### config.mk
export PLATFORM = sky130hd
export DESIGN_NAME = pulse_event_arbiter_flat
export DESIGN_NICKNAME = d
export VERILOG_FILES = /design/src/rtl/pulse_event_arbiter_if.sv /design/src/rtl/pulse_event_arbiter.sv /design/src/flat_wrapper.sv
export SDC_FILE = /design/constraint.sdc
export NUM_CORES = 1
export LEC_CHECK = 0
export ABC_AREA = 1
export BUFFER_PORTS_ARGS = -buffer_cell sky130_fd_sc_hd__clkbuf_2
export CORE_MARGIN = 1
export CORE_UTILIZATION = 40
export CTS_CLUSTER_SIZE = 14
export DETAILED_ROUTE_END_ITERATION = 8
export PLACE_DENSITY = 0.58
export SYNTH_ARGS = -nofsm -noshare
export SYNTH_HDL_FRONTEND = slang
export SYNTH_SLANG_ARGS = --single-unit
### constraint.sdc
create_clock -name clk -period 3.2 [get_ports clk]
set_input_delay 0.48 -clock clk [delete_from_list [all_inputs] [get_ports clk]]
set_output_delay 0.48 -clock clk [all_outputs]
set_load 0.02 [all_outputs]
### src/rtl/pulse_event_arbiter_if.sv
// Event channel between the pulse arbiter and its consumer.
// Latency: none, wires only.
// Backpressure: evt_ready from the consumer holds the offered event in place.
//
// Signals:
//   evt_valid  producer -> consumer  an event index is being offered
//   evt_idx    producer -> consumer  channel number of the offered event
//   evt_ready  consumer -> producer  consumer takes the event this cycle
interface pulse_event_arbiter_if #(
    parameter int IDX_W = 2
) ();
    logic             evt_valid;
    logic [IDX_W-1:0] evt_idx;
    logic             evt_ready;

    modport master (
        output evt_valid,
        output evt_idx,
        input  evt_ready
    );

    modport slave (
        input  evt_valid,
        input  evt_idx,
        output evt_ready
    );
endinterface

### src/rtl/pulse_event_arbiter.sv
// Edge-to-event converter: synchronises level inputs, latches edges as pending
//   requests, and serialises them round-robin onto one valid/ready channel.
// Latency: SYNC_STAGES+2 clocks from first sync capture to evt_valid; max one event per 2 clocks.
// Backpressure: evt_valid/evt_idx hold until evt_ready; further edges on a pending
//   channel coalesce into the single outstanding request.
//
// Ports:
//   clk       system clock
//   rst_n     asynchronous active-low reset, clears every register
//   lvl_in    asynchronous level inputs, one per channel
//   evt       event channel (master side: evt_valid, evt_idx out; evt_ready in)
//   pending   registered per-channel pending flags
//   busy      any pending bit set or an event being offered
//
// Optional build macro PULSE_ARB_DROP_FLAG_EN adds:
//   clr_drop  clears all dropped flags
//   dropped   sticky per-channel flag: an edge was merged into an already pending request
module pulse_event_arbiter #(
    parameter int    NUM_CH      = 4,
    parameter int    IDX_W       = 2,
    parameter string MODE        = "RISING",
    parameter int    SYNC_STAGES = 2
) (
    input  logic                  clk,
    input  logic                  rst_n,
    input  logic [NUM_CH-1:0]     lvl_in,
    pulse_event_arbiter_if.master evt,
    output logic [NUM_CH-1:0]     pending,
    output logic                  busy
`ifdef PULSE_ARB_DROP_FLAG_EN
    ,
    input  logic                  clr_drop,
    output logic [NUM_CH-1:0]     dropped
`endif
);

    // Arm counter runs 0..ARM_MAX and then sticks. ARM_MAX is one past the
    // point where a level held through reset reaches prev, so the spurious
    // edge seen while the chain fills up is never latched.
    localparam int ARM_MAX = SYNC_STAGES + 1;
    localparam int ARM_W   = $clog2(ARM_MAX + 1);

    typedef enum logic {
        ST_IDLE  = 1'b0,
        ST_OFFER = 1'b1
    } state_t;

    // ------------------------------------------------------------------
    // Input synchroniser and previous-value copy
    // ------------------------------------------------------------------
    logic [NUM_CH-1:0] sync_q [SYNC_STAGES];
    logic [NUM_CH-1:0] prev_q;
    logic [NUM_CH-1:0] sync_s;

    assign sync_s = sync_q[SYNC_STAGES-1];

    always_ff @(posedge clk or negedge rst_n) begin
        if (!rst_n) begin
            for (int k = 0; k < SYNC_STAGES; k++) begin
                sync_q[k] <= '0;
            end
            prev_q <= '0;
        end else begin
            sync_q[0] <= lvl_in;
            for (int k = 1; k < SYNC_STAGES; k++) begin
                sync_q[k] <= sync_q[k-1];
            end
            // prev keeps tracking while arming so that the first armed
            // cycle compares against a settled value.
            prev_q <= sync_s;
        end
    end

    // ------------------------------------------------------------------
    // Arm counter
    // ------------------------------------------------------------------
    logic [ARM_W-1:0] arm_q;
    logic             armed;

    assign armed = (arm_q == ARM_W'(ARM_MAX));

    always_ff @(posedge clk or negedge rst_n) begin
        if (!rst_n) begin
            arm_q <= '0;
        end else if (!armed) begin
            arm_q <= arm_q + ARM_W'(1);
        end
    end

    // ------------------------------------------------------------------
    // Edge detect
    // ------------------------------------------------------------------
    logic [NUM_CH-1:0] raw_edge;
    logic [NUM_CH-1:0] edge_det;

    generate
        if (MODE == "BOTH") begin : g_edge_both
            assign raw_edge = sync_s ^ prev_q;
        end else if (MODE == "FALLING") begin : g_edge_fall
            assign raw_edge = ~sync_s & prev_q;
        end else begin : g_edge_rise
            assign raw_edge = sync_s & ~prev_q;
        end
    endgenerate

    assign edge_det = armed ? raw_edge : '0;

    // ------------------------------------------------------------------
    // Pending flags
    // ------------------------------------------------------------------
    logic [NUM_CH-1:0] pending_q;
    logic [NUM_CH-1:0] clr;
    logic              valid_q;
    logic [IDX_W-1:0]  idx_q;
    logic              accept;

    assign accept = valid_q & evt.evt_ready;
    assign clr    = accept ? (NUM_CH'(1) << idx_q) : '0;

    // OR-ing the edge after the clear keeps an event that lands in the same
    // cycle its channel is being accepted.
    always_ff @(posedge clk or negedge rst_n) begin
        if (!rst_n) begin
            pending_q <= '0;
        end else begin
            pending_q <= (pending_q & ~clr) | edge_det;
        end
    end

    // ------------------------------------------------------------------
    // Round-robin selection: rotate pending so the pointer lands on bit 0,
    // take the lowest set bit, then rotate the offset back.
    // ------------------------------------------------------------------
    logic [IDX_W-1:0]  ptr_q;
    logic [NUM_CH-1:0] rot;
    logic [IDX_W-1:0]  pick_off;
    logic [IDX_W:0]    pick_sum;
    logic [IDX_W-1:0]  pick_idx;
    logic              pick_vld;

    always_comb begin
        rot      = NUM_CH'({pending_q, pending_q} >> ptr_q);
        pick_vld = |rot;
        pick_off = '0;
        for (int j = NUM_CH - 1; j >= 0; j--) begin
            if (rot[j]) begin
                pick_off = IDX_W'(j);
            end
        end
        pick_sum = {1'b0, ptr_q} + {1'b0, pick_off};
        if (pick_sum >= (IDX_W+1)'(NUM_CH)) begin
            pick_sum = pick_sum - (IDX_W+1)'(NUM_CH);
        end
        pick_idx = pick_sum[IDX_W-1:0];
    end

    // ------------------------------------------------------------------
    // Offer FSM. The return to IDLE after every accept gives the pending
    // register a cycle to drop the served bit before the next pick.
    // ------------------------------------------------------------------
    state_t state_q;

    always_ff @(posedge clk or negedge rst_n) begin
        if (!rst_n) begin
            state_q <= ST_IDLE;
            valid_q <= 1'b0;
            idx_q   <= '0;
            ptr_q   <= '0;
        end else begin
            case (state_q)
                ST_IDLE: begin
                    if (pick_vld) begin
                        idx_q   <= pick_idx;
                        valid_q <= 1'b1;
                        state_q <= ST_OFFER;
                    end
                end
                ST_OFFER: begin
                    if (evt.evt_ready) begin
                        ptr_q   <= (idx_q == IDX_W'(NUM_CH - 1)) ? '0 : idx_q + IDX_W'(1);
                        valid_q <= 1'b0;
                        state_q <= ST_IDLE;
                    end
                end
                default: begin
                    valid_q <= 1'b0;
                    state_q <= ST_IDLE;
                end
            endcase
        end
    end

    assign evt.evt_valid = valid_q;
    assign evt.evt_idx   = idx_q;
    assign pending       = pending_q;
    assign busy          = (|pending_q) | valid_q;

`ifdef PULSE_ARB_DROP_FLAG_EN
    // ------------------------------------------------------------------
    // Coalesced-event flags: set beats clear when both hit together.
    // ------------------------------------------------------------------
    logic [NUM_CH-1:0] dropped_q;
    logic [NUM_CH-1:0] drop_set;

    assign drop_set = edge_det & pending_q & ~clr;

    always_ff @(posedge clk or negedge rst_n) begin
        if (!rst_n) begin
            dropped_q <= '0;
        end else begin
            dropped_q <= (dropped_q & ~{NUM_CH{clr_drop}}) | drop_set;
        end
    end

    assign dropped = dropped_q;
`endif

endmodule

### src/flat_wrapper.sv
// flat-port wrapper written by rule: the top's interface ports become plain ports
module pulse_event_arbiter_flat 
#(
    parameter int    NUM_CH      = 4,
    parameter int    IDX_W       = 2,
    parameter string MODE        = "      ",
    parameter int    SYNC_STAGES = 2
)
  (clk, rst_n, lvl_in, pending, busy, evt_evt_valid, evt_evt_idx, evt_evt_ready);
  pulse_event_arbiter_if #(.IDX_W(IDX_W)) evt_i ();
  input  logic clk;
  input  logic rst_n;
  input  logic [NUM_CH-1:0] lvl_in;
  output logic [NUM_CH-1:0] pending;
  output logic busy;
  output wire logic [$bits(evt_i.evt_valid)-1:0] evt_evt_valid;
  output wire logic [$bits(evt_i.evt_idx)-1:0] evt_evt_idx;
  input wire logic [$bits(evt_i.evt_ready)-1:0] evt_evt_ready;
  assign evt_evt_valid = evt_i.evt_valid;
  assign evt_evt_idx = evt_i.evt_idx;
  assign evt_i.evt_ready = evt_evt_ready;
  pulse_event_arbiter #(.NUM_CH(NUM_CH), .IDX_W(IDX_W), .MODE(MODE), .SYNC_STAGES(SYNC_STAGES)) u_core (.clk(clk), .rst_n(rst_n), .lvl_in(lvl_in), .evt(evt_i), .pending(pending), .busy(busy));
endmodule
Word-level counts from Yosys, hierarchy flattened
Index checks and enable logic that the tools add are counted.
{ "totals": {"regBits": 24, "out_inout_bits": 8} }
{ "classes": {"magnitude_cmp": 1, "add_sub_neg": 4, "n_mux": 14, "bitwise_logic": 8, "n_eq_ne": 4, "shift": 2, "n_reduce_logical": 5} }
{ "op_table": {"columns": ["op", "count"], "rows": [
  ["2-to-1 mux 2 bit", 6],
  ["bitwise AND 4 bit", 2],
  ["2-to-1 mux 4 bit", 2],
  ["NOT 4 bit", 2],
  ["OR reduction 4 bit", 2],
  [">> shifter 8 x 2 -> 4 bit", 1],
  ["AND reduction 2 bit", 3],
  ["adder 2 x 1 -> 2 bit, second input constant", 2],
  ["equality test 2 bit, second input constant", 2],
  ["2-to-1 mux 1 bit", 4],
  ["OR 4 bit", 1],
  ["case mux 1 bit (2 select lines)", 2],
  ["<< shifter 1 x 2 -> 4 bit, first input constant", 1],
  ["adder 2 x 2 -> 3 bit", 1],
  ["greater-or-equal comparator 3 bit, second input constant", 1],
  ["!= test 2 x 1 -> 1 bit, second input constant", 1],
  ["!= test 2 bit, second input constant", 1],
  ["subtractor 2 x 1 -> 2 bit, second input constant", 1],
  ["bitwise AND 1 bit", 1],
  ["NOT 1 bit", 1],
  ["OR 1 bit", 1]
]} }

Logic depth before layout (Yosys ltp)
{ "logic_depth": {"ltp_word": 8, "ltp_mapped": 12} }

Worst setup path before layout
OpenSTA, ideal clock, no wires.
{ "synth_path": {"path_type": "reg2reg", "from": "reg u_core.pending_q[3], in the netlist u_core.pending[3]", "to": "reg u_core.idx_q[1], in the netlist u_core.evt.evt_idx[1]", "stages_incl_launch_ff": 10, "arrival_ns": 1.463, "slack_ns": 1.620, "period_less_slack_ns": 1.580, "required_time_ns": 3.082, "n_path_buf": 0, "path_cell_list": "dfrtp_1 > nand2_1 > nand3_1 > nand2_2 > a21boi_0 > ha_1 > xor2_1 > nand3_1 > nand3_1 > nand2_1"} }
{ "synth_between": {"elab_chain_len": 8, "word_cells_on_any_way": 11} }
{ "synth_lines": {"columns": ["item", "line", "rtl"], "rows": [
  ["from (decl)", "pulse_event_arbiter.sv:111", "logic [NUM_CH-1:0] pending_q;"],
  ["from (signal assigned)", "pulse_event_arbiter.sv:126", "pending_q <= (pending_q & ~clr) | edge_det;"],
  [">> shifter 8 x 2 -> 4 bit (*)", "pulse_event_arbiter.sv:142", "rot = NUM_CH'({pending_q, pending_q} >> ptr_q);"],
  ["2-to-1 mux 2 bit (4 in a row)", "pulse_event_arbiter.sv:146", "if (rot[j]) begin"],
  ["adder 2 x 2 -> 3 bit", "pulse_event_arbiter.sv:150", "pick_sum = {1'b0, ptr_q} + {1'b0, pick_off};"],
  ["greater-or-equal comparator 3 bit or subtractor 2 x 1 -> 2 bit (tied branches)", "pulse_event_arbiter.sv:151, pulse_event_arbiter.sv:152", null],
  ["2-to-1 mux 2 bit", "pulse_event_arbiter.sv:151", "if (pick_sum >= (IDX_W+1)'(NUM_CH)) begin"],
  ["to (signal assigned)", "pulse_event_arbiter.sv:173", "idx_q <= pick_idx;"],
  ["to (decl)", "pulse_event_arbiter.sv:114", "logic [IDX_W-1:0] idx_q;"]
]} }
Mark *: on every way between the ends. The rest lies on a longest branch, timed or not.
A chain may end at the register's enable or synchronous reset.

Worst setup path in the final report
{ "layout_path": {"from": "reg u_core.ptr_q[0]", "to": "reg u_core.idx_q[1], in the netlist u_core.evt.evt_idx[1]"} }
{ "layout_between": {"elab_chain_len": 8, "word_cells_on_any_way": 11} }
{ "layout_lines": {"columns": ["item", "line", "rtl"], "rows": [
  ["from (decl)", "pulse_event_arbiter.sv:134", "logic [IDX_W-1:0] ptr_q;"],
  ["from (signal assigned)", "pulse_event_arbiter.sv:180", "ptr_q <= (idx_q == IDX_W'(NUM_CH - 1)) ? '0 : idx_q + IDX_W'(1);"],
  [">> shifter 8 x 2 -> 4 bit", "pulse_event_arbiter.sv:142", null],
  ["2-to-1 mux 2 bit (4 in a row)", "pulse_event_arbiter.sv:146", null],
  ["adder 2 x 2 -> 3 bit", "pulse_event_arbiter.sv:150", null],
  ["greater-or-equal comparator 3 bit or subtractor 2 x 1 -> 2 bit (tied branches)", "pulse_event_arbiter.sv:151, pulse_event_arbiter.sv:152", null],
  ["2-to-1 mux 2 bit", "pulse_event_arbiter.sv:151", null]
]} }
Several ways; a longest one is shown, not always the timed one.

==> load_flow_metrics.sql <==
INSERT INTO impl_metrics (metric_group, metric, value, unit) VALUES
('grt', 'globalRouteOverflowTotal', '0', ''),
('timing', 'final_period_minus_worst_setup_slack', '1850', 'ps'),
('pwr', 'clkPwrFrac', '0.198', ''),
('floorplanning', 'dieWidth', '52.2', 'um'),
('critical_path', 'crit_path_end_kind', 'register', ''),
('worst_hold_path', 'holdCritPathClass', 'input pin to async pin', ''),
('synthesis', 'synth-seq-cells', '24', ''),
('pwr', 'p_per_area', '939', 'nW/um2'),
('pwr', 'cellLeakagePower', '0.599', 'nW'),
('synthesis', 'synth_top_area_share', '0.595', ''),
('clocking', 'cts_max_path_buffers', '2', ''),
('clocking', 'cts_num_sinks', '24', ''),
('synthesis', 'synth.distinct_cells', '18', ''),
('synthesis', 'number_of_synthesized_flops_with_an_enable_pin', '0', ''),
('pwr', 'power.switching', '0.447', 'mW'),
('clocking', 'worst_skew_pair.late_latency', '310', 'ps'),
('clocking', 'post-cts-setup-buffers', '0', ''),
('timing', 'min_period_over_period', '0.577', ''),
('job', 'drv_cap', '0', ''),
('detailed_routing', 'detail_route.wirelength', '1.78', 'mm'),
('critical_path', 'timing.critical_path.cells', 'inv_2 > nand2_1 > nand3_1 > nand2_1 > nand3_1 > a21boi_0 > ha_1 > xor2_1 > nand3_1 > nand3_1 > nand2_1', ''),
('critical_path', 'crit_type', 'register to register', ''),
('timing', 'setup_repair_after_global_routing_missed_its_margin', 'no', ''),
('placed_design', 'io_buffers', '14', ''),
('grt', 'grt_use_total', '0.153', ''),
('floorplanning', 'core-area', '2300', 'um2'),
('final_layout', 'seq_area', '601', 'um2'),
('placed_design', 'place.gp.congestion', '0.848', ''),
('final_layout', 'design.final.nets', '127', ''),
('final_layout', 'fill_cells', '197', ''),
('clocking', 'tritoncts', 'done', ''),
('synthesis', 'synth_nets', '108', ''),
('final_layout', 'synthesis_to_finish_area_growth', '15.6', '%'),
('grt', 'global_route_wire_length_before_repair', '2.95', 'mm'),
('timing', 'final-hold-violation-count', '0', ''),
('final_layout', 'drive_gt1_frac', '0.204', ''),
('detailed_routing', 'drt_iter0_drc', '16', ''),
('detailed_routing', 'detail_route.vias_per_cell', '5.13', ''),
('synthesis', 'avgSynthCellArea', '10.6', 'um2'),
('synthesis', 'netlist_top_cells_area', 'dfrtp_1 59%, ha_1 7.4%, nand3_1 7.4%', ''),
('timing', 'max_clock_freq', '0.542', 'GHz'),
('pwr', 'share_comb_of_total_power', '0.382', ''),
('critical_path', 'critical-path-top-cell-by-count', 'nand3_1', ''),
('synthesis', 'ys.flop_type', 'dfrtp_1', ''),
('floorplanning', 'initial_utilization', '0.440', ''),
('grt', 'grt_antenna_before_repair', '0', ''),
('detailed_routing', 'detailroute.via_count', '724', ''),
('floorplanning', 'design.portCount', '15', ''),
('timing', 'hold-worst-slack', '129', 'ps'),
('critical_path', 'worst-endpoint-required', '3420', 'ps'),
('clocking', 'clk_root_buffer_cell', 'clkbuf_4', ''),
('placed_design', 'dp.final_hpwl', '1.31', 'mm'),
('outcome', 'outcome', 'complete, no violations', ''),
('final_layout', 'num_antenna_cells', '0', ''),
('final_layout', 'post-route-cell-area', '1170', 'um2'),
('floorplanning', 'die_height', '52.2', 'um'),
('timing', 'finalMaxSlewViolations', '0', ''),
('pwr', 'sequentialPowerShare', '0.419', ''),
('pwr', 'cellInternalPower', '0.650', 'mW'),
('synthesis', 'post-synth-top-count-cell', 'dfrtp_1', ''),
('floorplanning', 'floorplan.die_area', '2730', 'um2'),
('grt', 'grt_pass1_vias', '728', ''),
('synthesis', 'yosysWarningCount', '0', ''),
('synthesis', 'synth_async_sr_flop_share', '1.00', ''),
('critical_path', 'worst_setup_path_start_kind', 'register', ''),
('synthesis', 'yosys-top-cells-count', '24 x dfrtp_1, 17 x nand2_1, 15 x nand3_1', ''),
('detailed_routing', 'route.antenna.remaining_nets', '0', ''),
('timing', 'setup_viol', '0', ''),
('critical_path', 'timing.critical_path.fanout_max', '7', ''),
('clocking', 'cts_hold_repair.buffers', '0', ''),
('synthesis', 'mappedNetlistArea', '1010', 'um2');
[routing by layer]
metal  vias to the layer above  wire [um]  GRT usage  part of all wire
met5                         -          0          0                 0
met3                         4         70     0.0609             0.039
met1                       349        811      0.175              0.46
li1                        352          -          -                 -
met4                         0         28     0.0702             0.016
met2                        19        865      0.250              0.49
[registers in the layout, summed over array words and instances, names as in the netlist]
name	cells
u_core.pending	4
u_core.sync_s	4
u_core.arm_q	2
u_core.sync_q	4
u_core.ptr_q	2
u_core.state_q	1
u_core.prev_q	4
u_core.evt.evt_idx	2
u_core.evt.evt_valid	1
[through the flow]
step	util	power (mW)	std cells	setup WS [ps]
floorplan	-	0.753	95	1620
global placement	0.485	0.869	137	1540
detailed placement	0.485	0.878	137	1480
CTS	0.508	1.10	141	1350
global route	0.508	1.18	141	1220
finish	0.508	1.10	141	1350
[critical path: cells and delay by family (launching register included)]
kind                       cells  cell delay (ps)
AOI/OAI and AO/OA              1              210
buffers and inverters          1               80
adders and majority gates      1              210
DFF                            1              490
and+or+nand+nor                7              570
xor gates and xnor gates       1              190
[cell usage in the layout, fill, tap and decap left out, drive strengths merged]
| cell type | instances |
|---|---|
| a21boi | 1 |
| a21oi | 1 |
| a31oi | 1 |
| a32o | 4 |
| bufinv | 1 |
| clkbuf | 17 |
| dfrtp | 24 |
| ha | 6 |
| inv | 15 |
| mux2 | 1 |
| nand2 | 19 |
| nand3 | 15 |
| nand4 | 1 |
| nor2 | 1 |
| o21ai | 3 |
| o31ai | 1 |
| xnor2 | 1 |
| xor2 | 1 |
[power by group through the flow]
stage          clock (mW)  combinational (mW)  sequential, mW
6_report            0.218               0.419           0.460
5_1_grt             0.233               0.471           0.472
4_1_cts             0.221               0.420           0.459
3_5_place_dp            0               0.412           0.466
3_3_place_gp            0               0.404           0.465
2_1_floorplan           0               0.259           0.493
[cell families after synthesis]
logic type	after synthesis	synth area share
XOR/XNOR	2	0.0174
flip-flops	24	0.595
AND/OR/NAND/NOR	36	0.160
multiplexers	1	0.0112
buffers and inverters	15	0.0558
AO/OA/AOI/OAI	11	0.0867
adder cells (fa/ha/maj)	6	0.0743
[final cells by class]
class,count,area share
Clock buffer,3,0.0193
Clock inverter,1,0.0257
Inverter,15,0.0482
Multi-Input combinational cell,56,0.302
Sequential cell,24,0.514
Tap cell,28,0.0300
Timing Repair Buffer,14,0.0600
[path summary, 6_finish.rpt]
path	start	end	slack, ps
max	u_core.ptr_q[0]	u_core.evt.evt_idx[1]	1350
min	rst_n	u_core.sync_s[0]	130
max reg2reg	u_core.ptr_q[0]	u_core.evt.evt_idx[1]	1350
min reg2reg	u_core.sync_q[4]	u_core.sync_s[0]	360
max in group asynchronous	rst_n	u_core.pending[3]	2690
min in group clk	lvl_in[0]	u_core.sync_q[4]	270
(Power assumes the default switching activity.)
